--- config.mk ---
export PLATFORM = sky130hd
export DESIGN_NAME = hsid_ref_fetch_ctrl_flat
export DESIGN_NICKNAME = d
export VERILOG_FILES = /design/src/rtl/hsid_ref_fetch_ctrl_if.sv /design/src/rtl/hsid_ref_fetch_ctrl.sv /design/src/flat_wrapper.sv
export SDC_FILE = /design/constraint.sdc
export NUM_CORES = 1
export LEC_CHECK = 0
export BUFFER_PORTS_ARGS = -buffer_cell sky130_fd_sc_hd__buf_2
export CORE_ASPECT_RATIO = 0.5
export CORE_MARGIN = 8
export CORE_UTILIZATION = 59
export DETAILED_ROUTE_END_ITERATION = 8
export PLACE_DENSITY = 0.87
export SKIP_CTS_REPAIR_TIMING = 1
export SYNTH_ARGS = -nofsm -noshare
export SYNTH_HDL_FRONTEND = slang
export SYNTH_SLANG_ARGS = --single-unit
--- constraint.sdc ---
create_clock -name clk -period 10.17 [get_ports clk]
set_clock_uncertainty 0.1 [all_clocks]
set_input_delay 1.5255 -clock clk [delete_from_list [all_inputs] [get_ports clk]]
set_output_delay 1.5255 -clock clk [all_outputs]
set_load 0.01 [all_outputs]
--- src/rtl/hsid_ref_fetch_ctrl_if.sv ---
// Bus-side bundle of the reference fetcher: OBI-style read port plus the
// write/credit port of the reference FIFO. master = fetcher, slave = environment.
interface hsid_ref_fetch_ctrl_if #(
  parameter int ADDR_WIDTH = 32,
  parameter int WORD_WIDTH = 32
);
  logic                  mem_req;
  logic [ADDR_WIDTH-1:0] mem_addr;
  logic                  mem_gnt;
  logic                  mem_rvalid;
  logic [WORD_WIDTH-1:0] mem_rdata;
  logic                  fifo_ref_push;
  logic [WORD_WIDTH-1:0] fifo_ref_data;
  logic                  fifo_ref_last;
  logic                  fifo_ref_pop;

  modport master (
    output mem_req, mem_addr,
    input  mem_gnt, mem_rvalid, mem_rdata,
    output fifo_ref_push, fifo_ref_data, fifo_ref_last,
    input  fifo_ref_pop
  );

  modport slave (
    input  mem_req, mem_addr,
    output mem_gnt, mem_rvalid, mem_rdata,
    input  fifo_ref_push, fifo_ref_data, fifo_ref_last,
    output fifo_ref_pop
  );
endinterface

--- src/rtl/hsid_ref_fetch_ctrl.sv ---
// Reference spectrum fetcher: credit-limited OBI read walk over the library into the reference FIFO.
// Optional HSID_REF_FETCH_STRIDE_EN adds lib_stride_i for a per-reference byte stride.
module hsid_ref_fetch_ctrl #(
  parameter int WORD_WIDTH        = 32,
  parameter int HSP_BANDS_WIDTH   = 9,
  parameter int HSP_LIBRARY_WIDTH = 8,
  parameter int ADDR_WIDTH        = 32,
  parameter int FIFO_DEPTH        = 8,
  parameter int MAX_OUTSTANDING   = 2
) (
  input  logic                         clk,
  input  logic                         rst,
  input  logic                         clear_i,
  input  logic                         start_i,
  input  logic [HSP_BANDS_WIDTH-1:0]   hsp_bands_i,
  input  logic [HSP_LIBRARY_WIDTH-1:0] hsp_library_size_i,
  input  logic [ADDR_WIDTH-1:0]        lib_base_addr_i,
`ifdef HSID_REF_FETCH_STRIDE_EN
  input  logic [ADDR_WIDTH-1:0]        lib_stride_i,
`endif
  hsid_ref_fetch_ctrl_if.master        bus_if,
  output logic                         idle_o,
  output logic                         busy_o,
  output logic                         done_o,
  output logic                         error_o,
  output logic                         cancelled_o
);

  localparam int CRED_W = $clog2(FIFO_DEPTH + 1);
  localparam int OUT_W  = $clog2(MAX_OUTSTANDING + 1);

  localparam logic [CRED_W-1:0]            CRED_FULL  = CRED_W'(FIFO_DEPTH);
  localparam logic [CRED_W-1:0]            CRED_ZERO  = {CRED_W{1'b0}};
  localparam logic [CRED_W-1:0]            CRED_ONE   = {{(CRED_W-1){1'b0}}, 1'b1};
  localparam logic [OUT_W-1:0]             OUT_MAX    = OUT_W'(MAX_OUTSTANDING);
  localparam logic [OUT_W-1:0]             OUT_ZERO   = {OUT_W{1'b0}};
  localparam logic [OUT_W-1:0]             OUT_ONE    = {{(OUT_W-1){1'b0}}, 1'b1};
  localparam logic [HSP_BANDS_WIDTH-1:0]   W_ZERO     = {HSP_BANDS_WIDTH{1'b0}};
  localparam logic [HSP_BANDS_WIDTH-1:0]   W_ONE      = {{(HSP_BANDS_WIDTH-1){1'b0}}, 1'b1};
  localparam logic [HSP_LIBRARY_WIDTH-1:0] L_ZERO     = {HSP_LIBRARY_WIDTH{1'b0}};
  localparam logic [HSP_LIBRARY_WIDTH-1:0] L_ONE      = {{(HSP_LIBRARY_WIDTH-1){1'b0}}, 1'b1};
  localparam logic [ADDR_WIDTH-1:0]        WORD_BYTES = ADDR_WIDTH'(3'd4);

  localparam logic [2:0] S_IDLE   = 3'd0;
  localparam logic [2:0] S_CONFIG = 3'd1;
  localparam logic [2:0] S_FETCH  = 3'd2;
  localparam logic [2:0] S_DRAIN  = 3'd3;
  localparam logic [2:0] S_DONE   = 3'd4;
  localparam logic [2:0] S_ERROR  = 3'd5;
  localparam logic [2:0] S_CLEAR  = 3'd6;

  logic [2:0]                   state_q, state_d;
  logic                         clr_pend_q, clr_pend_d;
  logic [HSP_BANDS_WIDTH-1:0]   cfg_words_q, cfg_words_d;
  logic [HSP_LIBRARY_WIDTH-1:0] cfg_lib_q, cfg_lib_d;
  logic [HSP_BANDS_WIDTH-1:0]   word_idx_q, word_idx_d;
  logic [HSP_LIBRARY_WIDTH-1:0] ref_idx_q, ref_idx_d;
  logic [HSP_BANDS_WIDTH-1:0]   rsp_word_q, rsp_word_d;
  logic [HSP_LIBRARY_WIDTH-1:0] rsp_ref_q, rsp_ref_d;
  logic [ADDR_WIDTH-1:0]        addr_q, addr_d;
  logic [CRED_W-1:0]            credits_q, credits_d;
  logic [OUT_W-1:0]             outst_q, outst_d;
`ifdef HSID_REF_FETCH_STRIDE_EN
  logic [ADDR_WIDTH-1:0]        stride_q, stride_d;
  logic [ADDR_WIDTH-1:0]        ref_base_q, ref_base_d;
  logic [ADDR_WIDTH-1:0]        stride_min_s;
`endif

  logic [HSP_BANDS_WIDTH-1:0] words_in_s;
  logic cfg_err_s, mem_req_s, gnt_s, rv_s, rsp_err_s, push_s;
  logic word_last_s, rsp_last_s, last_issue_s, rsp_done_s;

  // Configuration decode: two bands per word, rounded up.
  always_comb begin
    words_in_s = (hsp_bands_i >> 1) + {{(HSP_BANDS_WIDTH-1){1'b0}}, hsp_bands_i[0]};
    cfg_err_s  = (hsp_bands_i == W_ZERO) || (hsp_library_size_i == L_ZERO) ||
                 (lib_base_addr_i[1:0] != 2'b00);
`ifdef HSID_REF_FETCH_STRIDE_EN
    stride_min_s = ADDR_WIDTH'({words_in_s, 2'b00});
    cfg_err_s    = cfg_err_s || (lib_stride_i[1:0] != 2'b00) || (lib_stride_i < stride_min_s);
`endif
  end

  // mem_req depends only on registers; credits/outstanding only relax without gnt, so it holds until accepted.
  assign word_last_s  = (word_idx_q == (cfg_words_q - W_ONE));
  assign rsp_last_s   = (rsp_word_q == (cfg_words_q - W_ONE));
  assign last_issue_s = word_last_s && (ref_idx_q == (cfg_lib_q - L_ONE));
  assign rsp_done_s   = (rsp_ref_q == cfg_lib_q);
  assign mem_req_s    = (state_q == S_FETCH) && !clr_pend_q && (credits_q != CRED_ZERO) &&
                        (outst_q < OUT_MAX) && (ref_idx_q != cfg_lib_q);
  assign gnt_s        = mem_req_s && bus_if.mem_gnt;
  assign rv_s         = bus_if.mem_rvalid && ((state_q == S_FETCH) || (state_q == S_DRAIN));
  assign rsp_err_s    = rv_s && (outst_q == OUT_ZERO);
  assign push_s       = rv_s && !rsp_err_s && !clr_pend_q && !clear_i;

  assign bus_if.mem_req       = mem_req_s;
  assign bus_if.mem_addr      = addr_q;
  assign bus_if.fifo_ref_push = push_s;
  assign bus_if.fifo_ref_data = bus_if.mem_rdata;
  assign bus_if.fifo_ref_last = push_s && rsp_last_s;

  assign idle_o      = (state_q == S_IDLE);
  assign busy_o      = (state_q == S_FETCH) || (state_q == S_DRAIN);
  assign done_o      = (state_q == S_DONE);
  assign error_o     = (state_q == S_ERROR);
  assign cancelled_o = (state_q == S_CLEAR);

  // Credit and outstanding-read bookkeeping.
  always_comb begin
    outst_d = outst_q;
    case ({gnt_s, rv_s && !rsp_err_s})
      2'b10:   outst_d = outst_q + OUT_ONE;
      2'b01:   outst_d = outst_q - OUT_ONE;
      default: outst_d = outst_q;
    endcase
    credits_d = credits_q;
    case ({gnt_s, bus_if.fifo_ref_pop})
      2'b10:   credits_d = credits_q - CRED_ONE;
      2'b01:   credits_d = (credits_q < CRED_FULL) ? (credits_q + CRED_ONE) : credits_q;
      default: credits_d = credits_q;
    endcase
    if ((state_q == S_CLEAR) || (state_q == S_ERROR)) begin
      credits_d = CRED_FULL;
      outst_d   = OUT_ZERO;
    end else if (state_q == S_DONE) begin
      outst_d   = OUT_ZERO;
    end else begin
      outst_d   = outst_d;
    end
  end

  // Control FSM; a pending clear waits for in-flight reads before reporting cancelled.
  always_comb begin
    state_d    = state_q;
    clr_pend_d = 1'b0;
    case (state_q)
      S_IDLE: begin
        if (start_i) state_d = S_CONFIG;
        else         state_d = S_IDLE;
      end
      S_CONFIG: begin
        if (clear_i)        state_d = S_CLEAR;
        else if (cfg_err_s) state_d = S_ERROR;
        else                state_d = S_FETCH;
      end
      S_FETCH, S_DRAIN: begin
        if (rsp_err_s) begin
          state_d = S_ERROR;
        end else if (clear_i || clr_pend_q) begin
          if (outst_d == OUT_ZERO) begin
            state_d = S_CLEAR;
          end else begin
            state_d    = state_q;
            clr_pend_d = 1'b1;
          end
        end else if (state_q == S_FETCH) begin
          if (gnt_s && last_issue_s) state_d = S_DRAIN;
          else                       state_d = S_FETCH;
        end else begin
          if ((outst_q == OUT_ZERO) && rsp_done_s) state_d = S_DONE;
          else                                     state_d = S_DRAIN;
        end
      end
      S_DONE, S_ERROR, S_CLEAR: state_d = S_IDLE;
      default:                  state_d = S_IDLE;
    endcase
  end

  // Issue walk and response tracking; addresses advance incrementally instead of multiplying.
  always_comb begin
    cfg_words_d = cfg_words_q;
    cfg_lib_d   = cfg_lib_q;
    word_idx_d  = word_idx_q;
    ref_idx_d   = ref_idx_q;
    rsp_word_d  = rsp_word_q;
    rsp_ref_d   = rsp_ref_q;
    addr_d      = addr_q;
`ifdef HSID_REF_FETCH_STRIDE_EN
    stride_d    = stride_q;
    ref_base_d  = ref_base_q;
`endif
    if (state_q == S_CONFIG) begin
      cfg_words_d = words_in_s;
      cfg_lib_d   = hsp_library_size_i;
      word_idx_d  = W_ZERO;
      ref_idx_d   = L_ZERO;
      rsp_word_d  = W_ZERO;
      rsp_ref_d   = L_ZERO;
      addr_d      = lib_base_addr_i;
`ifdef HSID_REF_FETCH_STRIDE_EN
      stride_d    = lib_stride_i;
      ref_base_d  = lib_base_addr_i;
`endif
    end else if ((state_q == S_DONE) || (state_q == S_ERROR) || (state_q == S_CLEAR)) begin
      word_idx_d = W_ZERO;
      ref_idx_d  = L_ZERO;
      rsp_word_d = W_ZERO;
      rsp_ref_d  = L_ZERO;
    end else begin
      if (gnt_s) begin
        if (word_last_s) begin
          word_idx_d = W_ZERO;
          ref_idx_d  = ref_idx_q + L_ONE;
`ifdef HSID_REF_FETCH_STRIDE_EN
          addr_d     = ref_base_q + stride_q;
          ref_base_d = ref_base_q + stride_q;
`else
          addr_d     = addr_q + WORD_BYTES;
`endif
        end else begin
          word_idx_d = word_idx_q + W_ONE;
          addr_d     = addr_q + WORD_BYTES;
        end
      end else begin
        addr_d = addr_q;
      end
      if (push_s) begin
        if (rsp_last_s) begin
          rsp_word_d = W_ZERO;
          rsp_ref_d  = rsp_ref_q + L_ONE;
        end else begin
          rsp_word_d = rsp_word_q + W_ONE;
        end
      end else begin
        rsp_word_d = rsp_word_q;
      end
    end
  end

  // State registers.
  always_ff @(posedge clk or posedge rst) begin
    if (rst) begin
      state_q     <= S_IDLE;
      clr_pend_q  <= 1'b0;
      cfg_words_q <= W_ZERO;
      cfg_lib_q   <= L_ZERO;
      word_idx_q  <= W_ZERO;
      ref_idx_q   <= L_ZERO;
      rsp_word_q  <= W_ZERO;
      rsp_ref_q   <= L_ZERO;
      addr_q      <= {ADDR_WIDTH{1'b0}};
      credits_q   <= CRED_FULL;
      outst_q     <= OUT_ZERO;
`ifdef HSID_REF_FETCH_STRIDE_EN
      stride_q    <= {ADDR_WIDTH{1'b0}};
      ref_base_q  <= {ADDR_WIDTH{1'b0}};
`endif
    end else begin
      state_q     <= state_d;
      clr_pend_q  <= clr_pend_d;
      cfg_words_q <= cfg_words_d;
      cfg_lib_q   <= cfg_lib_d;
      word_idx_q  <= word_idx_d;
      ref_idx_q   <= ref_idx_d;
      rsp_word_q  <= rsp_word_d;
      rsp_ref_q   <= rsp_ref_d;
      addr_q      <= addr_d;
      credits_q   <= credits_d;
      outst_q     <= outst_d;
`ifdef HSID_REF_FETCH_STRIDE_EN
      stride_q    <= stride_d;
      ref_base_q  <= ref_base_d;
`endif
    end
  end

endmodule

--- src/flat_wrapper.sv ---
// flat-port wrapper written by rule: the top's interface ports become plain ports
module hsid_ref_fetch_ctrl_flat 
#(
  parameter int WORD_WIDTH        = 32,
  parameter int HSP_BANDS_WIDTH   = 9,
  parameter int HSP_LIBRARY_WIDTH = 8,
  parameter int ADDR_WIDTH        = 32,
  parameter int FIFO_DEPTH        = 8,
  parameter int MAX_OUTSTANDING   = 2
)
  (clk, rst, clear_i, start_i, hsp_bands_i, hsp_library_size_i, lib_base_addr_i, idle_o, busy_o, done_o, error_o, cancelled_o, bus_if_mem_req, bus_if_mem_addr, bus_if_mem_gnt, bus_if_mem_rvalid, bus_if_mem_rdata, bus_if_fifo_ref_push, bus_if_fifo_ref_data, bus_if_fifo_ref_last, bus_if_fifo_ref_pop);
  hsid_ref_fetch_ctrl_if #(.ADDR_WIDTH(ADDR_WIDTH), .WORD_WIDTH(WORD_WIDTH)) bus_if_i ();
  input  logic clk;
  input  logic rst;
  input  logic clear_i;
  input  logic start_i;
  input  logic [HSP_BANDS_WIDTH-1:0] hsp_bands_i;
  input  logic [HSP_LIBRARY_WIDTH-1:0] hsp_library_size_i;
  input  logic [ADDR_WIDTH-1:0] lib_base_addr_i;
  output logic idle_o;
  output logic busy_o;
  output logic done_o;
  output logic error_o;
  output logic cancelled_o;
  output wire logic [$bits(bus_if_i.mem_req)-1:0] bus_if_mem_req;
  output wire logic [$bits(bus_if_i.mem_addr)-1:0] bus_if_mem_addr;
  input wire logic [$bits(bus_if_i.mem_gnt)-1:0] bus_if_mem_gnt;
  input wire logic [$bits(bus_if_i.mem_rvalid)-1:0] bus_if_mem_rvalid;
  input wire logic [$bits(bus_if_i.mem_rdata)-1:0] bus_if_mem_rdata;
  output wire logic [$bits(bus_if_i.fifo_ref_push)-1:0] bus_if_fifo_ref_push;
  output wire logic [$bits(bus_if_i.fifo_ref_data)-1:0] bus_if_fifo_ref_data;
  output wire logic [$bits(bus_if_i.fifo_ref_last)-1:0] bus_if_fifo_ref_last;
  input wire logic [$bits(bus_if_i.fifo_ref_pop)-1:0] bus_if_fifo_ref_pop;
  assign bus_if_mem_req = bus_if_i.mem_req;
  assign bus_if_mem_addr = bus_if_i.mem_addr;
  assign bus_if_i.mem_gnt = bus_if_mem_gnt;
  assign bus_if_i.mem_rvalid = bus_if_mem_rvalid;
  assign bus_if_i.mem_rdata = bus_if_mem_rdata;
  assign bus_if_fifo_ref_push = bus_if_i.fifo_ref_push;
  assign bus_if_fifo_ref_data = bus_if_i.fifo_ref_data;
  assign bus_if_fifo_ref_last = bus_if_i.fifo_ref_last;
  assign bus_if_i.fifo_ref_pop = bus_if_fifo_ref_pop;
  hsid_ref_fetch_ctrl #(.WORD_WIDTH(WORD_WIDTH), .HSP_BANDS_WIDTH(HSP_BANDS_WIDTH), .HSP_LIBRARY_WIDTH(HSP_LIBRARY_WIDTH), .ADDR_WIDTH(ADDR_WIDTH), .FIFO_DEPTH(FIFO_DEPTH), .MAX_OUTSTANDING(MAX_OUTSTANDING)) u_core (.clk(clk), .rst(rst), .clear_i(clear_i), .start_i(start_i), .hsp_bands_i(hsp_bands_i), .hsp_library_size_i(hsp_library_size_i), .lib_base_addr_i(lib_base_addr_i), .bus_if(bus_if_i), .idle_o(idle_o), .busy_o(busy_o), .done_o(done_o), .error_o(error_o), .cancelled_o(cancelled_o));
endmodule
======== Word-level counts from Yosys, hierarchy flattened ========
Cells that the tools add are included.
storage, ports and cells
  bits of input ports ..................... 88
  register bits ........................... 93
  logic and storage cells ................. 124
operators by class
  multiplexer cells ....................... 39
  equality and inequality tests ........... 18
  reductions and logical operators ........ 42
  $lt $le $gt $ge ......................... 2
  add/subtract/negate cells ............... 12
operators with widths
  cell                                                  count
  two-way mux 32 bit                                    3
  two-way mux 9 bit                                     8
  two-way mux 8 bit                                     8
  adder 32 x 3 -> 32 bit (second input constant)        1
  two-way mux 3 bit                                     7
  adder 9 x 1 -> 9 bit (second input constant)          2
  equality test 9 bit                                   2
  adder 8 x 1 -> 8 bit (second input constant)          2
  equality test 8 bit                                   2
  nonzero test 3 bit                                    5
  logical AND 1 bit                                     14
  adder 8 x 1 -> 9 bit                                  1
  equality test 3 bit (second input constant)           3
  zero test 9 bit                                       1
  case mux 3 bit (3 select lines)                       1
  subtractor 9 x 1 -> 9 bit (second input constant)     1
  zero test 8 bit                                       1
  two-way mux 4 bit                                     2
  inequality test 8 bit                                 1
  case mux 4 bit (2 select lines)                       1
  AND reduction 2 bit                                   4
  subtractor 8 x 1 -> 8 bit (second input constant)     1
  logical OR 1 bit                                      7
  equality test 3 x 2 -> 1 bit (second input constant)  2
  other kinds (21)                                      33

======== Longest topological paths before layout ========
  word-level depth ........................ 15
  gate-level depth with buffers ........... 13
  gate-level depth less buffers ........... 11

======== Worst setup path after synthesis ========
Ideal clock, no wire load.
  path type ............................... register -> output
  from .................................... reg u_core.cfg_words_q[0]
  to ...................................... out bus_if_fifo_ref_last
  slack ................................... 5.941 ns
  required time ........................... 8.545 ns
  arrival ................................. 2.604 ns
  cell stages (with the launch flop) ...... 10
  cell sequence ........................... dfrtp_1 -> buf_2 -> inv_1 -> ha_1 -> buf_2 -> o211a_1 -> or4b_2 -> o211a_1 -> or4b_1 -> nor2_1
on the way
  longest elaborated chain between the ends .. 3
ends and longest elaborated chain
  item                       line                        source
  start, declared            hsid_ref_fetch_ctrl.sv:54   logic [HSP_BANDS_WIDTH-1:0] cfg_words_q, cfg_words_d;
  start signal, assigned     hsid_ref_fetch_ctrl.sv:251  cfg_words_q <= cfg_words_d;
  subtractor 9 x 1 -> 9 bit  hsid_ref_fetch_ctrl.sv:86   assign rsp_last_s = (rsp_word_q == (cfg_words_q - W_ONE));
  equality test 9 bit        hsid_ref_fetch_ctrl.sv:86
  logical AND 1 bit          hsid_ref_fetch_ctrl.sv:100  assign bus_if.fifo_ref_last = push_s && rsp_last_s;
  end, declared              flat_wrapper.sv:32          output wire logic [$bits(bus_if_i.fifo_ref_last)-1:0] bus_if_fifo_ref_last;
No other way between the ends.

======== Final worst setup path ========
Same ends and word-level chain as after synthesis.

==> out/results.md <==
| Result | This run | Unit |
|---|---|---|
| Worst-Margin Slew | 1008 | ps |
| Multi-input gate area | 3586 | sq um |
| RSZ-0062 raised after global routing | false | - |
| Final hold slack | 397.9 | ps |
| Chip height | 89.58 | microns |
| Antenna violations before repair | 0 | - |
| Area inside the core boundary | 10380 | sq um |
| Type of element launching the critical path | flop | - |
| GRT Util Overall | 0.2291 | - |
| Fraction of final layout cells sized beyond drive strength 1 | 0.1607 | - |
| Drt via density | 6.185 | - |
| Initial standard-cell utilization of the core | 0.6156 | - |
| Async SR Flop Fraction | 1.000 | - |
| Syn_nets | 866 | - |
| Largest net degree at the start of global routing | 81 | - |
| Final sum of negative setup slack | 0 | ps |
| Outcome | finished clean | - |
| Final Hold Vio Count | 0 | - |
| Main flop type after synthesis | sky130_fd_sc_hd__dfrtp_1 | - |
| Sinks on Clock Net | 93 | - |
| Fraction of the core area covered by cells at the end of the flow | 0.6729 | - |
| Clock slew at reported path FFs | 70 | ps |
| Number of global-route vias before repair | 5555 | - |
| Sequential cell area fraction in the yosys report | 0.3645 | - |
| Worst skew pair latency | 350 | ps |
| Proportion of total power due to net switching | 0.4553 | - |
| Chain of cells forming the critical path | inv_1, ha_1, o211a_1, or4b_2, o211a_1, or4b_1, nor2_1, buf_2 | - |
| Die boundary width | 163.2 | microns |
| DRT iter0 DRCs | 561 | - |
| Biggest fanout along the worst timing path | 8 | - |
| Fmax | 207.4 | MHz |
| Overall Power | 1980 | uW |
| Total DRC errors in the routed layout | 0 | - |
| Number of library cell types mapped by synthesis | 69 | - |
| Total congestion overflow after global routing | 0 | - |
| Routed vias | 5870 | - |
| CTS tree | built | - |
| Critical path class | flop to output pin | - |
| First-pass DRT Iterations | 5 | - |
| Library cell appearing most often on the critical path | sky130_fd_sc_hd__o211a_1 | - |
| Maximum clock insertion buffer count | 2 | - |
| Number of synthesized register bits | 93 | - |
| Commonest cells after routing, fill and taps aside | sky130_fd_sc_hd__nand2_1, sky130_fd_sc_hd__buf_2, sky130_fd_sc_hd__dfrtp_1, sky130_fd_sc_hd__nor2_1, sky130_fd_sc_hd__a21oi_1 | - |
| Lkg Pwr | 0.003178 | uW |
| Area share of the leading cell type in the synthesized netlist | 0.3604 | - |
| Crit path DAT | 3200 | ps |
| Wire length of the first global-routing pass | 27110 | microns |
| Number of failing setup endpoints in the final timing report | 0 | - |
| Wire length per cell | 17.79 | microns |
| Synth warnings | 0 | - |
| Leading cell type in the layout, fill and taps excluded | sky130_fd_sc_hd__nand2_1 | - |
| Power density over the cells | 283.6 | nW/um^2 |
| Combined buffer and inverter count along the critical path | 2 | - |
| Count of buffers inserted at the top-level ports | 95 | - |
| Sequential fraction of design power | 0.339 | - |
| Crit share post-route | 0.4742 | - |
| Internal Power | 1079 | uW |
| Global placer's final weighted congestion | 0.9727 | - |
| Sequential cell area | 2328 | sq um |
| Number of pins with negative max-slew slack in the final report | 0 | - |
| Number of maximum-capacitance constraint violations | 0 | - |
| Total number of placement rows | 26 | - |
| Number of clock buffers inserted by TritonCTS | 9 | - |
| Count of flip-flops with a built-in enable after synthesis | 0 | - |
| Post-detailed-routing wire length | 16880 | microns |
| Part of the power in the clock network | 0.182 | - |
| Post-layout nets | 906 | - |
| # fillers | 811 | - |
| Mapped Avg Cell Area | 8.362 | sq um |
| Synth Instances | 764 | - |
| CTS H-Tree Depth | 3 | - |
| Class of the most critical hold timing path | flop to flop | - |
| Final HPWL from detailed placement | 12130 | microns |
| Sw Pwr | 901.7 | uW |
| Synth area leader | sky130_fd_sc_hd__dfrtp_1 | - |
| Total Die Area | 14620 | sq um |
| Highest cell delay on the worst timing path | 610 | ps |
| Critical Path End Type | output pin | - |
| CP Data Required Time | 8540 | ps |
| Final Critical Period | 4822 | ps |
| Synthesis-to-layout area growth | 9.303 | % |
| Ports placed on the boundary | 160 | - |
| Netlist Area Pre-Place | 6389 | sq um |
| Slowest library cell on the worst path | sky130_fd_sc_hd__or4b_2 | - |
| Worst vdd rail ir drop | 0.1391 | mV |
| CTS Root Buffer Type | sky130_fd_sc_hd__clkbuf_16 | - |
| Slew Limit Headroom | 0.3183 | - |
| Top cells by area, synth | sky130_fd_sc_hd__dfrtp_1, sky130_fd_sc_hd__nand2_1, sky130_fd_sc_hd__xnor2_1 | - |
| Cell family with most CP delay | simple AND/OR/NAND/NOR gates | - |
| Antenna cells | 0 | - |
| Antenna viol nets, final | 0 | - |
| Relative contribution of combinational cells to total power | 0.479 | - |
## worst reg2reg max path: stages, from the launching register on
cell and delay, ps:
sky130_fd_sc_hd__dfrtp_1 570, sky130_fd_sc_hd__or3b_1 410, sky130_fd_sc_hd__or4_4 450, sky130_fd_sc_hd__a211oi_4 410
sky130_fd_sc_hd__inv_2 240, sky130_fd_sc_hd__ha_1 390, sky130_fd_sc_hd__nor2b_1 210, sky130_fd_sc_hd__a21oi_1 100
sky130_fd_sc_hd__nor2_1 140, sky130_fd_sc_hd__nor3_1 100, sky130_fd_sc_hd__o311ai_0 320, sky130_fd_sc_hd__nand4_1 130
## state kept, by name, summed over array words and instances, names as in the netlist
register and count:
u_core.bus_if.mem_addr 32, u_core.cfg_lib_q 8, u_core.cfg_words_q 9, u_core.clr_pend_q 1
u_core.credits_q 4, u_core.outst_q 2, u_core.ref_idx_q 8, u_core.rsp_ref_q 8
u_core.rsp_word_q 9, u_core.state_q 3, u_core.word_idx_q 9
## synth_stat cells (all sizes together), types with 3 or more instances
library cell and number:
or3 9, o22ai 14, xnor3 6, a211o 3
and4 7, and3 16, nand3b 3, nand2 104
dfrtp 92, a21o 4, nor2 69, nor4 13
nor2b 5, a21oi 59, a221o 3, clkbuf 28
mux2i 10, nand4 19, buf 42, xor2 20
or4 3, nor4b 3, o311ai 3, nor3b 6
nand2b 6, and2 5, nand3 31, o21ai 49
ha 13, nor3 20, inv 21, xnor2 43
## power groups by stage
stage          Clock (uW)  Sequential (uW)  Combinational [uW]
2_1_floorplan           0              633                 712
3_3_place_gp            0              661                 900
3_5_place_dp            0              666                 934
4_1_cts               363              664                 943
5_1_grt               377              689                1050
6_report              360              671                 949
## per-stage QoR
stage / std cells / cell area (sq um) / setup slack, ps
6_report: 949 / 6983 / 5348
3_3_place_gp: 933 / 6675 / 5805
4_1_cts: 949 / 6983 / 5362
3_5_place_dp: 933 / 6675 / 5769
5_1_grt: 949 / 6983 / 5268
2_1_floorplan: 764 / 6389 / 5941
## routing by layer
layer / up-vias / track usage / routed length (microns)
met5: - / 0 / 0
met4: 0 / 0.09339 / 474
met3: 65 / 0.05732 / 1371
met2: 240 / 0.3845 / 8059
met1: 2804 / 0.2825 / 6979
li1: 2761 / - / -
## cell type report
type	count	area share
Tap cell	140	0.02509
Multi-Input combinational cell	580	0.5135
Clock inverter	5	0.01075
Inverter	21	0.01147
Sequential cell	93	0.3335
Timing Repair Buffer	99	0.07239
Clock buffer	11	0.03333
## path summary, 6_finish.rpt
check                                                           start                               endpoint  slack (ps)  cells past startpoint
min in group asynchronous                                         rst  u_core.bus_if.mem_addr[6]$_DFFE_PP0P_        1070                      2
worst max-delay path                u_core.cfg_words_q[0]$_DFFE_PP0P_                   bus_if_fifo_ref_last        5350                      8
worst min register to register  u_core.bus_if.mem_addr[0]$_DFFE_PP0P_  u_core.bus_if.mem_addr[0]$_DFFE_PP0P_         400                      2
max in group asynchronous                                         rst       u_core.rsp_word_q[6]$_DFFE_PP0P_        7690                      3
worst max register to register          u_core.state_q[1]$_DFFE_PP0P_          u_core.state_q[0]$_DFFE_PP0P_        6490                     11
worst min-delay path            u_core.bus_if.mem_addr[0]$_DFFE_PP0P_  u_core.bus_if.mem_addr[0]$_DFFE_PP0P_         400                      2
## cell families (layout without fill, tap and decap cells)
logic type / after synthesis / in the layout / share of synthesized area
simple gates: 325 / 325 / 0.2530
compound gates: 162 / 162 / 0.1557
flops: 93 / 93 / 0.3645
buf+inv: 91 / 136 / 0.07501
xor+xnor: 69 / 69 / 0.1075
fa+ha+maj: 14 / 14 / 0.02859
mux: 10 / 10 / 0.01567
Power figures use the tool's default switching activity.
